[src/rtl/ps2_mouse_pkt_pkg.sv]
// ---------------------------------------------------------------------------
// ps2_mouse_pkt_pkg : shared frame-state enum, status-bit and word-field indices
// Revision 1.0
// ---------------------------------------------------------------------------
`default_nettype none

package ps2_mouse_pkt_pkg;

  typedef enum logic [1:0] {
    ST_IDLE   = 2'd0,
    ST_DATA   = 2'd1,
    ST_PARITY = 2'd2,
    ST_STOP   = 2'd3
  } frame_state_e;

  localparam int c_stat_left    = 0;
  localparam int c_stat_right   = 1;
  localparam int c_stat_middle  = 2;
  localparam int c_stat_always1 = 3;
  localparam int c_stat_xsign   = 4;
  localparam int c_stat_ysign   = 5;
  localparam int c_stat_xovf    = 6;
  localparam int c_stat_yovf    = 7;

  localparam int c_word_w     = 25;
  localparam int c_toggle_bit = 24;
  localparam int c_y_lsb      = 16;
  localparam int c_x_lsb      = 8;
  localparam int c_stat_lsb   = 0;

endpackage

`default_nettype wire

[src/rtl/ps2_mouse_pkt_if.sv]
// ---------------------------------------------------------------------------
// ps2_mouse_pkt_if : PS/2 line inputs and decoded packet outputs
// Revision 1.0
// ---------------------------------------------------------------------------
`default_nettype none

interface ps2_mouse_pkt_if;
  logic        ps2_clk;
  logic        ps2_data;
  logic [24:0] ps2_mouse;
  logic        frame_err;

  modport master (output ps2_clk, output ps2_data, input ps2_mouse, input frame_err);
  modport slave  (input ps2_clk, input ps2_data, output ps2_mouse, output frame_err);
endinterface

`default_nettype wire

[src/rtl/ps2_mouse_pkt_frame_rx.sv]
// ---------------------------------------------------------------------------
// ps2_frame_rx : PS/2 synchronizer, clock glitch filter, frame FSM, bit timeout
// Revision 1.0
// ---------------------------------------------------------------------------
`default_nettype none

module ps2_frame_rx
  import ps2_mouse_pkt_pkg::*;
#(
  parameter int FILTER_LEN  = 8,
  parameter int BIT_TIMEOUT = 50000
) (
  input  logic       clk_i,
  input  logic       rst_ni,
  input  logic       ps2_clk_i,
  input  logic       ps2_data_i,
  output logic [7:0] byte_o,
  output logic       byte_valid_o,
  output logic       err_o
);

  localparam int FW = $clog2(FILTER_LEN + 1);
  localparam int TW = $clog2(BIT_TIMEOUT + 1);

  logic [1:0]   clk_sync_q, data_sync_q;
  logic         filt_q, filt_d;
  logic [FW-1:0] filt_cnt_q, filt_cnt_d;
  frame_state_e state_q, state_d;
  logic [2:0]   bit_idx_q, bit_idx_d;
  logic [7:0]   shreg_q, shreg_d;
  logic         par_ok_q, par_ok_d;
  logic [TW-1:0] tmo_q, tmo_d;
  logic         w_clk_s, w_data_s, w_fall;

  assign w_clk_s  = clk_sync_q[1];
  assign w_data_s = data_sync_q[1];
  assign byte_o   = shreg_q;

  always_ff @(posedge clk_i or negedge rst_ni) begin
    if (!rst_ni) begin
      clk_sync_q  <= 2'b11;
      data_sync_q <= 2'b11;
      filt_q      <= 1'b1;
      filt_cnt_q  <= '0;
      state_q     <= ST_IDLE;
      bit_idx_q   <= '0;
      shreg_q     <= '0;
      par_ok_q    <= 1'b0;
      tmo_q       <= '0;
    end else begin
      clk_sync_q  <= {clk_sync_q[0], ps2_clk_i};
      data_sync_q <= {data_sync_q[0], ps2_data_i};
      filt_q      <= filt_d;
      filt_cnt_q  <= filt_cnt_d;
      state_q     <= state_d;
      bit_idx_q   <= bit_idx_d;
      shreg_q     <= shreg_d;
      par_ok_q    <= par_ok_d;
      tmo_q       <= tmo_d;
    end
  end

  // The filtered level flips only on the FILTER_LEN-th consecutive differing sample.
  always_comb begin
    filt_d     = filt_q;
    filt_cnt_d = '0;
    if (w_clk_s != filt_q) begin
      if (filt_cnt_q == FW'(FILTER_LEN - 1)) filt_d = w_clk_s;
      else filt_cnt_d = filt_cnt_q + FW'(1);
    end
  end

  assign w_fall = filt_q & ~filt_d;

  always_comb begin
    state_d      = state_q;
    bit_idx_d    = bit_idx_q;
    shreg_d      = shreg_q;
    par_ok_d     = par_ok_q;
    tmo_d        = '0;
    byte_valid_o = 1'b0;
    err_o        = 1'b0;
    if (w_fall) begin
      case (state_q)
        ST_IDLE: begin
          if (!w_data_s) begin
            state_d   = ST_DATA;
            bit_idx_d = '0;
          end
        end
        ST_DATA: begin
          shreg_d   = {w_data_s, shreg_q[7:1]};
          bit_idx_d = bit_idx_q + 3'd1;
          if (bit_idx_q == 3'd7) state_d = ST_PARITY;
        end
        ST_PARITY: begin
          par_ok_d = ^{shreg_q, w_data_s};
          state_d  = ST_STOP;
        end
        default: begin
          state_d = ST_IDLE;
          if (w_data_s && par_ok_q) byte_valid_o = 1'b1;
          else err_o = 1'b1;
        end
      endcase
    end else if (state_q != ST_IDLE) begin
      // Counter stops at the limit and the frame is abandoned there.
      if (tmo_q >= TW'(BIT_TIMEOUT - 1)) begin
        state_d = ST_IDLE;
        err_o   = 1'b1;
      end else begin
        tmo_d = tmo_q + TW'(1);
      end
    end
  end

endmodule

`default_nettype wire

[src/rtl/ps2_mouse_pkt.sv]
// ---------------------------------------------------------------------------
// ps2_mouse_pkt : assembles three PS/2 mouse bytes into a 25-bit packet word
// Revision 1.0
// ---------------------------------------------------------------------------
`default_nettype none

module ps2_mouse_pkt
  import ps2_mouse_pkt_pkg::*;
#(
  parameter int FILTER_LEN  = 8,
  parameter int BIT_TIMEOUT = 50000,
  parameter int PKT_TIMEOUT = 1000000
) (
  input logic            clk,
  input logic            reset_n,
  ps2_mouse_pkt_if.slave bus
);

  localparam int PW = $clog2(PKT_TIMEOUT + 1);

  logic [7:0]          w_byte;
  logic                w_valid, w_err;
  logic [1:0]          idx_q, idx_d;
  logic [7:0]          b0_q, b0_d, b1_q, b1_d;
  logic [c_word_w-1:0] word_q, word_d;
  logic                ferr_q, ferr_d;
  logic [PW-1:0]       ptmo_q, ptmo_d;

  ps2_frame_rx #(
    .FILTER_LEN  (FILTER_LEN),
    .BIT_TIMEOUT (BIT_TIMEOUT)
  ) u_frame_rx (
    .clk_i        (clk),
    .rst_ni       (reset_n),
    .ps2_clk_i    (bus.ps2_clk),
    .ps2_data_i   (bus.ps2_data),
    .byte_o       (w_byte),
    .byte_valid_o (w_valid),
    .err_o        (w_err)
  );

  always_ff @(posedge clk or negedge reset_n) begin
    if (!reset_n) begin
      idx_q  <= '0;
      b0_q   <= '0;
      b1_q   <= '0;
      word_q <= '0;
      ferr_q <= 1'b0;
      ptmo_q <= '0;
    end else begin
      idx_q  <= idx_d;
      b0_q   <= b0_d;
      b1_q   <= b1_d;
      word_q <= word_d;
      ferr_q <= ferr_d;
      ptmo_q <= ptmo_d;
    end
  end

  always_comb begin
    idx_d  = idx_q;
    b0_d   = b0_q;
    b1_d   = b1_q;
    word_d = word_q;
    ferr_d = 1'b0;
    ptmo_d = '0;
    if (w_err) begin
      ferr_d = 1'b1;
      idx_d  = '0;
    end else if (w_valid) begin
      case (idx_q)
        2'd0: begin
          // A first byte without the always-one bit means we are out of step.
          if (w_byte[c_stat_always1]) begin
            b0_d  = w_byte;
            idx_d = 2'd1;
          end else begin
            ferr_d = 1'b1;
          end
        end
        2'd1: begin
          b1_d  = w_byte;
          idx_d = 2'd2;
        end
        default: begin
          word_d[c_toggle_bit]     = ~word_q[c_toggle_bit];
          word_d[c_y_lsb +: 8]     = w_byte;
          word_d[c_x_lsb +: 8]     = b1_q;
          word_d[c_stat_lsb +: 8]  = b0_q;
          idx_d                    = '0;
        end
      endcase
    end else if (idx_q != 2'd0) begin
      if (ptmo_q >= PW'(PKT_TIMEOUT - 1)) idx_d = '0;
      else ptmo_d = ptmo_q + PW'(1);
    end
  end

  assign bus.ps2_mouse = word_q;
  assign bus.frame_err = ferr_q;

endmodule

`default_nettype wire
[src/flat_wrapper.sv]
// flat-port wrapper written by rule: the top's interface ports become plain ports
module ps2_mouse_pkt_flat import ps2_mouse_pkt_pkg::*;
#(
  parameter int FILTER_LEN  = 8,
  parameter int BIT_TIMEOUT = 50000,
  parameter int PKT_TIMEOUT = 1000000
)
  (clk, reset_n, bus_ps2_clk, bus_ps2_data, bus_ps2_mouse, bus_frame_err);
  ps2_mouse_pkt_if bus_i ();
  input logic clk;
  input logic reset_n;
  input wire logic [$bits(bus_i.ps2_clk)-1:0] bus_ps2_clk;
  input wire logic [$bits(bus_i.ps2_data)-1:0] bus_ps2_data;
  output wire logic [$bits(bus_i.ps2_mouse)-1:0] bus_ps2_mouse;
  output wire logic [$bits(bus_i.frame_err)-1:0] bus_frame_err;
  assign bus_i.ps2_clk = bus_ps2_clk;
  assign bus_i.ps2_data = bus_ps2_data;
  assign bus_ps2_mouse = bus_i.ps2_mouse;
  assign bus_frame_err = bus_i.frame_err;
  ps2_mouse_pkt #(.FILTER_LEN(FILTER_LEN), .BIT_TIMEOUT(BIT_TIMEOUT), .PKT_TIMEOUT(PKT_TIMEOUT)) u_core (.clk(clk), .reset_n(reset_n), .bus(bus_i));
endmodule
[config.mk]
export PLATFORM = sky130hd
export DESIGN_NAME = ps2_mouse_pkt_flat
export DESIGN_NICKNAME = d
export VERILOG_FILES = /design/src/rtl/ps2_mouse_pkt_pkg.sv /design/src/rtl/ps2_mouse_pkt_if.sv /design/src/rtl/ps2_mouse_pkt_frame_rx.sv /design/src/rtl/ps2_mouse_pkt.sv /design/src/flat_wrapper.sv
export SDC_FILE = /design/constraint.sdc
export NUM_CORES = 1
export LEC_CHECK = 0
export BUFFER_PORTS_ARGS = -buffer_cell sky130_fd_sc_hd__buf_2
export CAP_MARGIN = 0
export CORE_MARGIN = 3
export CORE_UTILIZATION = 60
export CTS_BUF_LIST = sky130_fd_sc_hd__clkbuf_16
export DETAILED_ROUTE_END_ITERATION = 8
export PLACE_DENSITY = 0.9
export SLEW_MARGIN = 25
export SYNTH_ARGS = -nofsm -noshare
export SYNTH_HDL_FRONTEND = slang
export SYNTH_SLANG_ARGS = --single-unit
[constraint.sdc]
create_clock -name clk -period 2.55 [get_ports clk]
set_input_delay 0.255 -clock clk [delete_from_list [all_inputs] [get_ports clk]]
set_output_delay 0.255 -clock clk [all_outputs]
set_load 0.05 [all_outputs]
# ---- Word-level counts from Yosys, hierarchy flattened
# Cells that the tools add are included.
dict set report classes {
  eq_ne 10
  n_div 0
  n_lt_le_gt_ge 2
  shift 0
  reduce_logical 21
  mul 0
  bitwise 5
  mux 37
  n_addsub 4
}
# op n
set ops {}
lappend ops {{$mux W20} 4}
lappend ops {{$mux W16} 3}
lappend ops {{$add A20 B1 Y20 const B} 1}
lappend ops {{$ge A20 B20 Y1 const B} 1}
lappend ops {{$mux W2} 10}
lappend ops {{$add A16 B1 Y16 const B} 1}
lappend ops {{$ge A16 B16 Y1 const B} 1}
lappend ops {{$mux W1} 14}
lappend ops {{$reduce_and A3 Y1} 4}
lappend ops {{$reduce_bool A2 Y1} 5}
lappend ops {{$reduce_xor A9 Y1} 1}
lappend ops {{$mux W4} 2}
lappend ops {{$reduce_and A4 Y1} 2}
lappend ops {{$ne A3 B3 Y1 const B} 2}
lappend ops {{$pmux W2 S3} 1}
lappend ops {{$pmux W3 S2} 1}
lappend ops {{$reduce_bool A3 Y1} 2}
lappend ops {{$add A4 B1 Y4 const B} 1}
lappend ops {{$eq A2 B1 Y1 const B} 2}
lappend ops {{$eq A4 B3 Y1 const B} 1}
lappend ops {{$logic_not A2 Y1} 2}
lappend ops {{$ne A4 B4 Y1 const B} 1}
lappend ops {{$not A1 Y1} 4}
lappend ops {{$pmux W2 S2} 1}
lappend ops {{other kinds (11)} 12}
dict set report totals {
  out_inout_bits 26
  mem_bits_ro 0
  latch_bits 0
  n_memories 0
  ram_bits 0
  regBits 103
}

# ---- Longest topological paths before layout
# Gate-level depths: netlist of run 1.
dict set report logic_depth {
  ltp_word 8
  depth_mapped 8
}

# ---- By module
# A second synthesis of run 1 with hierarchy kept.
dict set report hier_totals {
  cells_unflattened 393
  hier_area_um2 4757.1
}
# mod seq_area_each_um2 cells_per_inst area_per_inst_um2 n_inst
set modules_own_cells {}
lappend modules_own_cells {ps2_mouse_pkt 1601.5 209 2798.9 1}
lappend modules_own_cells {ps2_frame_rx 982.2 184 1958.1 1}

# ---- Worst setup path before layout of run 1
# No wires, ideal clock.
dict set report synth_path {
  kind {register -> register}
  from {register u_core.u_frame_rx.filt_cnt_q[0]}
  to {register u_core.word_q[11] (netlist: u_core.bus.ps2_mouse[11])}
  setup_slack_ns 0.637
  path_stages_with_launch 8
  t_arrival_ns 1.789
  period_less_slack_ns 1.913
  required_ns 2.425
  setup_ns 0.125
  cell_sequence {dfrtp_1 -> ha_1 -> and3b_1 -> and2_1 -> and4_4 -> nand2_2 -> buf_6 -> mux2_2}
}
dict set report synth_between {
  elab_chain_cells 8
  elab_cells_between_ends 9
  classes_between {eq/ne (1); mux (4); bitwise (3); reduce/logical (1)}
}
# element line
set synth_lines {}
lappend synth_lines {{start, declared} ps2_mouse_pkt_frame_rx.sv:27} ;# logic [FW-1:0] filt_cnt_q, filt_cnt_d;
lappend synth_lines {{start signal, assigned} ps2_mouse_pkt_frame_rx.sv:54} ;# filt_cnt_q <= filt_cnt_d;
lappend synth_lines {{$eq A4 B3 Y1 (*)} ps2_mouse_pkt_frame_rx.sv:68} ;# if (filt_cnt_q == FW'(FILTER_LEN - 1)) filt_d = w_clk_s;
lappend synth_lines {{$mux W1 (*)} ps2_mouse_pkt_frame_rx.sv:68}
lappend synth_lines {{$mux W1 (*)} ps2_mouse_pkt_frame_rx.sv:67} ;# if (w_clk_s != filt_q) begin
lappend synth_lines {{$not A1 Y1 (*)} ps2_mouse_pkt_frame_rx.sv:73} ;# assign w_fall = filt_q & ~filt_d;
lappend synth_lines {{$and A1 B1 Y1 (*)} ps2_mouse_pkt_frame_rx.sv:73}
lappend synth_lines {{$mux W1} ps2_mouse_pkt_frame_rx.sv:83} ;# if (w_fall) begin
lappend synth_lines {{$not A1 Y1 (no line)} -}
lappend synth_lines {{$reduce_and A3 Y1 (no line) (*)} -}
lappend synth_lines {{end signal, assigned} ps2_mouse_pkt.sv:54} ;# word_q <= word_d;
lappend synth_lines {{end, declared} ps2_mouse_pkt.sv:25} ;# logic [c_word_w-1:0] word_q, word_d;
# Mark *: on every way between the ends. The rest lies on a longest branch, timed or not.
# A chain may end at the register's enable or synchronous reset.

# ---- Worst setup path after layout of run 1
dict set report layout_path {
  from {register u_core.u_frame_rx.filt_cnt_q[0]}
  to {register u_core.word_q[13] (netlist: u_core.bus.ps2_mouse[13])}
}
# Same word-level chain as after synthesis.

==> impl_metrics.csv, run 1 <==
group,metric,value,unit
synth,avgSynthCellArea,12.5,um2
clock_network,clk_pin_slew_worst_paths,70,ps
worst_setup_path,slowest_stage,"nand2_2",
cells_and_area,layout-drive-gt1-share,0.316,
floorplanning,die_area,8780,um2
cells_and_area,num_antenna_cells,0,
grt,antenna_found_initial,0,
timing,min_period_over_period,0.878,
synth,yosys.area.top_type,"dfrtp_1",
grt,grt_max_degree,57,
worst_setup_path,worstSetupPathType,"flip-flop to flip-flop",
timing,max_freq,447,MHz
power_and_ir_drop,pwr-share-comb,0.034,
clock_network,cts.sinks,103,
placement,hpwlAfterDp,5.65,mm
cells_and_area,layout_common_cells,"98 x dfrtp_1, 45 x mux2_2, 30 x nor2_1",
power_and_ir_drop,switchingPower,0.764,mW
power_and_ir_drop,intPower,2.41,mW
worst_setup_path,critPathMaxStageDelay,470,ps
grt,grt-busiest-layer,"met2",
power_and_ir_drop,pwr-share-seq,0.533,
cells_and_area,layout.cells.most_common,"dfrtp_1",
synth,synth_top_area_frac,0.531,
power_and_ir_drop,p_leak,2.42,nW
synth,synth_top_flop_cell,"dfrtp_1",
grt,grtUsageTotal,0.217,
timing,fin_setup_tns,0,ps
cells_and_area,fin_cells,511,
synth,synth_area_leaders,"dfrtp_1 53%, mux2_2 11%, xnor2_1 4.4%",
routing,drt_iter0_drc,154,
grt,grt-ovfl-total,0,
timing,rsz0062_at_grt,"false",
routing,vias,2953,
cells_and_area,synthToLayoutAreaGrowth,12.4,%
worst_setup_path,worstPathCellList,"ha_1, and3b_1, and2_1, and4_4, nand2_2, mux2_2",
power_and_ir_drop,p_clk_frac,0.432,
clock_network,ctsLongestPathBuffers,2,
timing,final.setup_skew,7.94,ps
routing,finalWirelength,8.74,mm
grt,grtUsageMet2,0.362,
worst_setup_path,cp_max_fo,25,
timing,maxSlewViolCount,0,
synth,synthesis.nets,383,
routing,drc,0,
synth,synth-edff-count,0,
power_and_ir_drop,p_per_area,612,nW/um2
timing,hold_violations,0,
grt,grt_pass1_wl,14.8,mm
clock_network,cts_tree,"done",
clock_network,cts_resized,0,
synth,synthArstFlopShare,1.00,
clock_network,cts_root_buf,"clkbuf_16",
grt,grt_use_met3,0.0393,
floorplanning,die_w,93.7,um
routing,avgRoutedWirePerCell,17.1,um
routing,antenna_left,0,
placement,port_buffers,29,
run_status,outcome,"completed",
synth,synth_warnings,0,
clock_network,postCtsSetupRepairBufs,0,
grt,grt_pass1_vias,3092,
synth,netlist_area,4620,um2
hold_path,worstHoldPathType,"flip-flop to flip-flop",
power_and_ir_drop,p_total,3.18,mW
worst_setup_path,startpoint_type,"flip-flop",
grt,use_met1,0.280,
floorplanning,core_area,7370,um2
worst_setup_path,required,2780,ps
placement,place_inst,492,
floorplanning,num_rows,31,
timing,worst_pin_slew,731,ps
run,drv_cap,0,
clock_network,numCtsBuffers,9,
clock_network,cts.htree.levels,3,
power_and_ir_drop,switching_share,0.240,
routing,drt-vias-per-instance,5.78,
worst_setup_path,cp_num_buf_inv,0,
timing,finalSetupViolCount,0,
synth,yosysSeqAreaShare,0.560,
timing,period_needed,2240,ps
worst_setup_path,worst_setup_path_end_kind,"flip-flop",
routing,firstDrtPassIters,4,
clock_network,worstSkewPairLatency,350,ps
floorplanning,io_pins,30,
floorplanning,start_util,0.626,
worst_setup_path,critical_path.top_delay_family,"simple AND/OR/NAND/NOR gates",
placement,place.gp.congestion,0.773,
synth,syn_inst,370,
floorplanning,die_y,93.7,um
clock_network,cts_hold_buffers,3,
power_and_ir_drop,worst_ir_drop_vdd,0.000448,V
synth,ys_ff_latch,103,
cells_and_area,final_nets,420,
timing,max_slew_margin,0.508,
synth,synth_cell_types,48,
worst_setup_path,cp.arrival,2470,ps
cells in the mapped netlist (3+ instances only):
library cell / count
mux2_2: 45
nand3_1: 19
dfrtp_1: 98
ha_1: 9
and3_1: 5
nor2_2: 18
dfstp_2: 5
a21oi_1: 3
nand4_1: 3
nand2_1: 20
o21ai_0: 4
xor2_1: 18
buf_6: 4
nor3_1: 6
a31oi_1: 4
nor2_1: 30
nor4_1: 7
nor2b_1: 6
xnor2_1: 23
inv_1: 5
mux2_1: 4
per-layer routing:
metal  share of wire  up-vias
met4           0.016        0
met1            0.45     1498
met5               0        -
met2            0.50       71
met3           0.037       18
li1                -     1366
state kept, by name, indices dropped and copies added, names as in the netlist, 2 cells and up:
register	flops
u_core.b0_q	8
u_core.b1_q	8
u_core.bus.ps2_mouse	25
u_core.idx_q	2
u_core.ptmo_q	20
u_core.u_frame_rx.bit_idx_q	3
u_core.u_frame_rx.byte_o	8
u_core.u_frame_rx.clk_sync_q	2
u_core.u_frame_rx.data_sync_q	2
u_core.u_frame_rx.filt_cnt_q	4
u_core.u_frame_rx.state_q	2
u_core.u_frame_rx.tmo_q	16
metrics by stage:
step | hold slack, ps | area (um2) | utilization | setup WS (ps)
global placement | 304 | 4850 | 0.659 | 397
finish | 360 | 5190 | 0.704 | 312
floorplan | -40.6 | 4620 | - | 637
global route | 363 | 5190 | 0.704 | 210
detailed placement | 305 | 4850 | 0.659 | 329
CTS | 359 | 5190 | 0.704 | 299
path summary, 6_finish.rpt:
check,start,to,slack (ps),depth (start not counted)
max in group asynchronous,reset_n,u_core.ptmo_q[14],1360,3
hold reg to reg,u_core.u_frame_rx.data_sync_q[0],u_core.u_frame_rx.data_sync_q[1],360,0
setup reg to reg,u_core.u_frame_rx.filt_cnt_q[0],u_core.bus.ps2_mouse[13],310,6
min in group asynchronous,reset_n,u_core.u_frame_rx.tmo_q[3],470,2
setup / recovery,u_core.u_frame_rx.filt_cnt_q[0],u_core.bus.ps2_mouse[13],310,6
hold / removal,u_core.u_frame_rx.data_sync_q[0],u_core.u_frame_rx.data_sync_q[1],360,0
power groups by stage:
stage               logic [mW]  clock network [mW]  registers [mW]
floorplan               0.0556                   0            1.72
global placement         0.101                   0            1.72
detailed placement       0.107                   0            1.73
CTS                      0.113                1.39            1.69
global route             0.122                1.45            1.70
finish                   0.109                1.37            1.69
cell families (layout without fill, tap and decap cells):
kind of cell / after synthesis / after routing / share of synthesized area
AND/OR/NAND/NOR: 130 / 130 / 0.151
multiplexers: 49 / 49 / 0.120
flip-flops: 103 / 103 / 0.560
XOR/XNOR: 41 / 41 / 0.0778
AO/OA/AOI/OAI: 24 / 24 / 0.0480
adder cells (fa/ha/maj): 9 / 9 / 0.0244
buffers and inverters: 14 / 56 / 0.0192
final cells by class:
class	instances	area, um2
sequential	103	2580
timing repair buffer	35	213
tap	99	124
multi-input combinational	253	1940
clock buffer	9	225
fill	496	2180
inverter	5	18.8
clock inverter	7	80.1
No activity file was read; power rests on OpenSTA's default activity.
==> run 2: changes to the inputs <==
CORE_UTILIZATION = 65   (was 60)
PLACE_DENSITY = 0.95   (was 0.9)
clock period = 2.61 ns   (was 2.55 ns; I/O delays follow)
==> impl_metrics.csv, run 2 (same netlist as run 1, synthesis figures left out) <==
group,metric,value,unit
run_status,outcome,"completed",
worst_setup_path,worstSetupPathType,"flip-flop to flip-flop",
placement,port_buffers,29,
cells_and_area,largest_reg_flops,25,
floorplanning,core_area,6830,um2
power_and_ir_drop,p_leak,2.42,nW
clock_network,cts.sinks,103,
timing,period_needed,2430,ps
routing,drt-vias-per-instance,6.15,
run,drv_cap,0,
cells_and_area,fill_cells,369,
routing,vias,3131,
cells_and_area,num_antenna_cells,0,
routing,drc,0,
worst_setup_path,startpoint_type,"flip-flop",
floorplanning,start_util,0.676,
routing,firstDrtPassIters,5,
clock_network,cts_root_buf,"clkbuf_16",
grt,grtUsageTotal,0.257,
cells_and_area,layout-drive-gt1-share,0.315,
cells_and_area,multi_input_area,1940,um2
worst_setup_path,rrSetupSlack,180,ps
timing,maxSlewViolCount,0,
worst_setup_path,crit_path_start,"u_core.u_frame_rx.filt_cnt_q[0]",
grt,antenna_found_initial,0,
timing,max_freq,412,MHz
power_and_ir_drop,worst_ir_drop_vdd,0.000436,V
power_and_ir_drop,p_total,3.07,mW
clock_network,numCtsBuffers,9,
cells_and_area,fin_cells,509,
worst_setup_path,critPathMaxStageDelay,480,ps
clock_network,ctsLongestPathBuffers,2,
cells_and_area,ff_latch_area,2580,um2
worst_setup_path,worstPathCellList,"ha_1, and3b_1, and2_1, and4_4, nand2_2, mux2_1",
placement,place.gp.congestion,0.773,
cells_and_area,synthToLayoutAreaGrowth,12.4,%
cells_and_area,layout.cells.most_common,"dfrtp_1",
routing,drt_iter0_drc,280,
timing,fin_setup_tns,0,ps
timing,max_slew_margin,0.474,
cells_and_area,post-route-util,0.759,
grt,grt-ovfl-total,0,
timing,finalSetupViolCount,0,
timing,hold_violations,0,
clock_network,clk_pin_slew_worst_paths,80,ps
floorplanning,num_rows,30,
floorplanning,io_pins,30,
floorplanning,die_area,8150,um2
routing,avgRoutedWirePerCell,19.5,um
clock_network,cts_tree,"done",
worst_setup_path,reg2reg_depth,6,
clock_network,worstSkewPairLatency,350,ps
timing,worst_pin_slew,789,ps
placement,place_inst,490,
floorplanning,die_w,90.3,um
clock_network,postCtsSetupRepairBufs,0,
hold_path,worstHoldPathType,"flip-flop to flip-flop",
worst_setup_path,cp.arrival,2660,ps
worst_setup_path,reg2reg_to,"u_core.bus.ps2_mouse[9]",
timing,min_period_over_period,0.931,
routing,antenna_left,0,
cells_and_area,layout_common_cells,"98 x dfrtp_1, 45 x mux2_2, 30 x nor2_1",
worst_setup_path,worst_setup_path_end_kind,"flip-flop",
worst_setup_path,critical_path.endpoint,"u_core.bus.ps2_mouse[9]",
worst_setup_path,slowest_stage,"mux2_1",
power_and_ir_drop,p_per_area,592,nW/um2
timing,rsz0062_at_grt,"false",
worst_setup_path,cp_max_fo,25,
routing,finalWirelength,9.92,mm
timing,final.setup_skew,10.1,ps
grt,grt_max_degree,45,
worst_setup_path,r2r-start,"u_core.u_frame_rx.filt_cnt_q[0]",
worst_setup_path,required,2840,ps
placement,hpwlAfterDp,6.18,mm
clock_network,cts.htree.levels,3,
grt,grt_pass1_wl,16.5,mm
floorplanning,die_y,90.3,um
cells_and_area,final_nets,421,
grt,grt_pass1_vias,3260,
-- run 2: cell types whose count changed in the layout (fill, tap and decap cells not counted), sizes merged --
cell    delta
clkinv     -1
inv        +1
buf        +1
-- run 2: critical path: cells and delay by family (launching register included) --
family | cells | cell delay, ps
simple gates | 4 | 1200
flops | 1 | 390
mux | 1 | 480
fa+ha+maj | 1 | 220
-- run 2: worst min-delay path by stage --
| stage | from | end | slack [ps] | cells past startpoint |
|---|---|---|---|---|
| floorplan | reset_n | u_core.b0_q[0] | -30 | 0 |
| global placement | reset_n | u_core.bus.frame_err | 300 | 1 |
| detailed placement | reset_n | u_core.u_frame_rx.tmo_q[4] | 300 | 1 |
| CTS | u_core.u_frame_rx.data_sync_q[0] | u_core.u_frame_rx.data_sync_q[1] | 360 | 0 |
| global route | u_core.u_frame_rx.clk_sync_q[0] | u_core.u_frame_rx.clk_sync_q[1] | 360 | 0 |
| finish | u_core.u_frame_rx.data_sync_q[0] | u_core.u_frame_rx.data_sync_q[1] | 360 | 0 |
-- run 2: power by group --
part / switching, mW / internal [mW] / leakage (nW)
clock: 0.635 / 0.669 / 0.143
combinational: 0.0674 / 0.0433 / 0.861
sequential: 0.0259 / 1.63 / 1.42
-- run 2: layout make-up --
type	count	share of cell area
clock buffer	9	0.0434
tap	96	0.0232
clock inverter	7	0.0121
sequential	103	0.498
inverter	5	0.00362
timing repair buffer	36	0.0449
multi-input combinational	253	0.375
-- run 2: what timing repair did --
action / 4_1_cts / 5_1_grt
endpoints found under the hold margin: 39 / 0
gates resized for setup: 0 / 0
hold buffers: 3 / 0
-- run 2: stage by stage --
step / area, um2 / hold WS, ps / setup slack [ps]
floorplan: 4620 / -34.6 / 697
global placement: 4870 / 296 / 341
detailed placement: 4870 / 302 / 191
CTS: 5190 / 360 / 169
global route: 5190 / 365 / 39.4
finish: 5190 / 359 / 181
-- run 2: metal layers --
| metal | track usage | routed length [um] | up-vias |
|---|---|---|---|
| li1 | - | - | 1367 |
| met1 | 0.323 | 3950 | 1612 |
| met2 | 0.435 | 5180 | 129 |
| met3 | 0.0500 | 583 | 23 |
| met4 | 0.116 | 202 | 0 |
| met5 | 0 | 0 | - |
